==> src/rtl/bcd_score_counter.sv <==
// Parametrised packed-BCD game score counter with wrap/saturate,
// bonus injection, milestone/overflow pulses and a high-score register.
module bcd_score_counter #(
    parameter int DIGITS          = 5,
    parameter int WRAP            = 1,
    parameter int BONUS_DIGIT     = 1,
    parameter int MILESTONE_DIGIT = 2
) (
    input  logic                  clk,
    input  logic                  rst,
    input  logic                  game_start,
    input  logic                  game_frozen,
    input  logic                  game_tick,
    input  logic                  bonus_valid,
    input  logic [3:0]            bonus_value,
    input  logic                  game_over,
    output logic [4*DIGITS-1:0]   score,
    output logic [4*DIGITS-1:0]   high_score,
    output logic                  new_high,
    output logic                  milestone,
    output logic                  overflow
);

    localparam int W  = 4 * DIGITS;
    localparam int MS = 4 * MILESTONE_DIGIT;
    localparam logic [W-1:0] ALL9 = {DIGITS{4'h9}};

    logic [W-1:0] score_q, score_d, high_q, sum;
    logic         new_high_q, milestone_q, overflow_q;
    logic [3:0]   bv;
    logic [4:0]   t;
    logic         add_en, carry, cout;

    // Tick enters as the carry-in of digit 0, so each digit sees at most 9+9+1.
    always_comb begin
        bv     = (bonus_value > 4'd9) ? 4'd9 : bonus_value;
        add_en = !game_frozen && (game_tick || (bonus_valid && bv != 4'd0));
        carry  = game_tick;
        sum    = '0;
        t      = '0;
        for (int i = 0; i < DIGITS; i++) begin
            t = {1'b0, score_q[4*i +: 4]} + {4'b0, carry};
            if (bonus_valid && i == BONUS_DIGIT)
                t = t + {1'b0, bv};
            if (t > 5'd9) begin
                t     = t - 5'd10;
                carry = 1'b1;
            end else begin
                carry = 1'b0;
            end
            sum[4*i +: 4] = t[3:0];
        end
        cout    = carry;
        score_d = (cout && WRAP == 0) ? ALL9 : sum;
    end

    always_ff @(posedge clk) begin
        if (rst) begin
            score_q     <= '0;
            high_q      <= '0;
            new_high_q  <= 1'b0;
            milestone_q <= 1'b0;
            overflow_q  <= 1'b0;
        end else begin
            new_high_q  <= 1'b0;
            milestone_q <= 1'b0;
            overflow_q  <= 1'b0;
            // Compare always uses the pre-add / pre-clear score.
            if (game_over && score_q > high_q) begin
                high_q     <= score_q;
                new_high_q <= 1'b1;
            end
            if (game_start) begin
                score_q <= '0;
            end else if (add_en) begin
                score_q     <= score_d;
                overflow_q  <= cout;
                milestone_q <= score_d[W-1:MS] != score_q[W-1:MS];
            end
        end
    end

    assign score      = score_q;
    assign high_score = high_q;
    assign new_high   = new_high_q;
    assign milestone  = milestone_q;
    assign overflow   = overflow_q;

endmodule

==> config.mk <==
export PLATFORM = sky130hd
export DESIGN_NAME = bcd_score_counter
export DESIGN_NICKNAME = d
export VERILOG_FILES = /design/src/rtl/bcd_score_counter.sv
export SDC_FILE = /design/constraint.sdc
export NUM_CORES = 1
export LEC_CHECK = 0
export BUFFER_PORTS_ARGS = -buffer_cell sky130_fd_sc_hd__buf_2
export CAP_MARGIN = 5
export CORE_MARGIN = 3
export CORE_UTILIZATION = 25
export CTS_CLUSTER_DIAMETER = 150
export DETAILED_ROUTE_END_ITERATION = 8
export SYNTH_ARGS = -nofsm -noshare
export SYNTH_HDL_FRONTEND = slang
export SYNTH_SLANG_ARGS = --single-unit
export TNS_END_PERCENT = 100
==> constraint.sdc <==
create_clock -name clk -period 28.4 [get_ports clk]
set_input_delay 5.68 -clock clk [delete_from_list [all_inputs] [get_ports clk]]
set_output_delay 5.68 -clock clk [all_outputs]
set_load 0.1 [all_outputs]
==> flow_summary.yaml <==
setup_path:
  rr_endpoint: "milestone$_SDFF_PP0_"
  r2r_start: "score[0]$_SDFFE_PP0P_"
  crit_fanout: 13
  worst_path_most_repeated_cell: "ha_1"
  worst-path-stages: 38
  slowest_stage: "ha_1"
  rrSetupSlack_ns: 18.89
  crit_required_ns: 28.56
  crit_start: "game_tick"
  crit_type: "input pin to register"
  r2r_cells: 37
  worstPathArrival_ns: 14.82
  end_kind: "register"
  start_kind: "input pin"
  cp_num_buf_inv: 4
  slowest_delay_ns: 0.51
  cp_top_family: "adder cells"
logic_synthesis:
  yosysTopAreaCell: "dfxtp_1"
  netlist_area_um2: 3860
  syn_nets: 549
  synthArstFlopShare_pct: 0
  ys_seq_area_share_pct: 22.30
  ys.flop_type: "dfxtp_1"
  synth_cell_types: 66
  synth_edf_count: 0
  ys_ff_latch: 43
  synth_cells: 495
  netlist_top_cells_area: "dfxtp_1 22%, ha_1 14%, nand2b_1 7.5%"
  synth_top_cell_area_share_pct: 22.30
  yosysWarnings: 0
  synth.avg_cell_area_um2: 7.798
routing:
  drt-wirelength-per-cell_um: 14.38
  drt_iter0_drc: 270
  num_vias: 3572
  detail_route.first_pass.iterations: 4
  antenna_left: 0
  drc: 0
  drt-total-wl_um: 10230
  vias_per_cell: 5.024
hold_path:
  min_to: "high_score[6]$_SDFFE_PP0P_"
  hold_class: "register to register"
  hold_path_depth: 2
  worstHoldStart: "high_score[6]$_SDFFE_PP0P_"
global_routing:
  grt_pass1_wl_um: 16850
  grt_use_total_pct: 12.33
  grt_max_degree: 44
  antenna_found_initial: 0
  grt_pass1_vias: 3337
  grt_overflow_total: 0
cells_and_area:
  antenna_cells: 0
  layout-drive-gt1-share_pct: 14.61
  syn2layout_area_growth_pct: 13.48
  nets: 580
  fin_area_um2: 4380
clock_tree:
  clockBufferDepth: 2
  cts_buffers: 5
  cts_tree: "yes"
  cts_max_level: 2
  postCtsHoldBufs: 0
  post_cts_buffers: 0
  clk_latency_ns: 0.29
  cts_root_buf: "clkbuf_16"
  clk_pin_slew_ns: 0.06
  clock-sinks: 43
  cts.repair.resized: 0
floorplan:
  dieWidth_um: 130.3
  row_count: 44
  pin_count: 54
  dieArea_um2: 16970
  core_um2: 14810
  die_y_um: 130.3
  initial_utilization_pct: 26.06
sta:
  finalSetupTns_ns: 0
  setup_viol: 0
  rsz0062_at_grt: "no"
  maxSlewViolCount: 0
  max_freq_ghz: 0.06820
  slew_headroom_pct: 34.70
  tightest_slew_ns: 0.9669
  fin_crit_ns: 14.66
  hold_viol_final: 0
  min_period_over_period_pct: 51.63
  skew_ns: 0.006173
placed_design:
  place_area_um2: 4224
  place.gp.congestion: 0.8352
  io_buffers: 53
  place_hpwl_um: 7475
power_and_ir_drop:
  ir_worst_vdd_v: 0.00002170
  p_leak_nw: 1.723
  p_per_area_nw_per_um2: 37.13
status:
  status: "finished clean"
job:
  drv_cap: 0
[layout make-up]
cell class / count / area [um2]
Inverter: 34 / 127.6
Clock buffer: 8 / 156.4
Multi-Input combinational cell: 386 / 2718
Tap cell: 184 / 230.2
Timing Repair Buffer: 56 / 287.8
Fill cell: 1572 / 10430
Sequential cell: 43 / 860.8
[tightest hold or removal path: cells and delay by family, from the launching register on]
family	cells	cell delay, ns
DFF	1	0.32
muxes	1	0.05
and+or+nand+nor	1	0.06
[sequential cells by signal, summed over array words and instances (netlist names)]
name	count
score	20
milestone	1
new_high	1
high_score	20
overflow	1
[stage by stage]
step / utilization [%] / setup WS [ns] / power [mW] / std cells / hold slack [ns]
CTS: 29.58 / 13.82 / 0.1648 / 711 / 0.4872
global placement: 28.52 / 13.80 / 0.1006 / 703 / 0.4766
detailed placement: 28.52 / 13.56 / 0.1007 / 703 / 0.4771
finish: 29.58 / 13.74 / 0.1626 / 711 / 0.4848
global route: 29.58 / 12.89 / 0.1697 / 711 / 0.5076
floorplan: - / 14.55 / 0.09384 / 495 / 0.9147
[synth_stat cells (6+ instances only)]
library cell  instances
dfxtp_1              43
xor2_1                7
a21oi_1              37
nand3_1              12
o22ai_1               6
mux2i_1              23
nand2b_1             46
inv_1                34
clkbuf_1             14
a211oi_1              7
buf_2                12
ha_1                 42
o21ai_0              22
nor2b_1               7
nand4_1               7
nand2_1              47
xnor2_1              12
nor2_1               34
[cell usage in the layout, fill, tap and decap left out, types with 22 or more instances in the layout]
cell,synthesis,layout
nand2_1,47,47
ha_1,42,42
nand2b_1,46,46
dfxtp_1,43,43
buf_2,12,53
inv_1,34,34
a21oi_1,37,36
nor2_1,34,34
mux2i_1,23,23
o21ai_0,22,22
[power by group]
part	total (mW)	internal, mW	switching (mW)
clock	0.0636	0.0376	0.0261
combinational	0.0360	0.0125	0.0235
sequential	0.0630	0.0614	0.00163
[routing by layer]
metal	wire [um]	GRT usage [%]
met5	0	0
met2	4678	20.28
met4	100	2.506
met1	4855	16.84
met3	591	2.374
[worst max-delay path by stage]
stage                           end
2_1_floorplan  milestone$_SDFF_PP0_
3_3_place_gp   milestone$_SDFF_PP0_
3_5_place_dp   milestone$_SDFF_PP0_
4_1_cts        milestone$_SDFF_PP0_
5_1_grt        milestone$_SDFF_PP0_
6_report       milestone$_SDFF_PP0_
[cells by family after synthesis]
group / after synthesis / synth area share [%]
compound gates: 117 / 20.65
xor+xnor: 20 / 4.733
fa+ha+maj: 43 / 14.13
buf+inv: 66 / 7.391
flops: 43 / 22.30
mux: 26 / 6.839
simple gates: 180 / 23.95
Note: power is estimated with default switching activity, not from simulation.
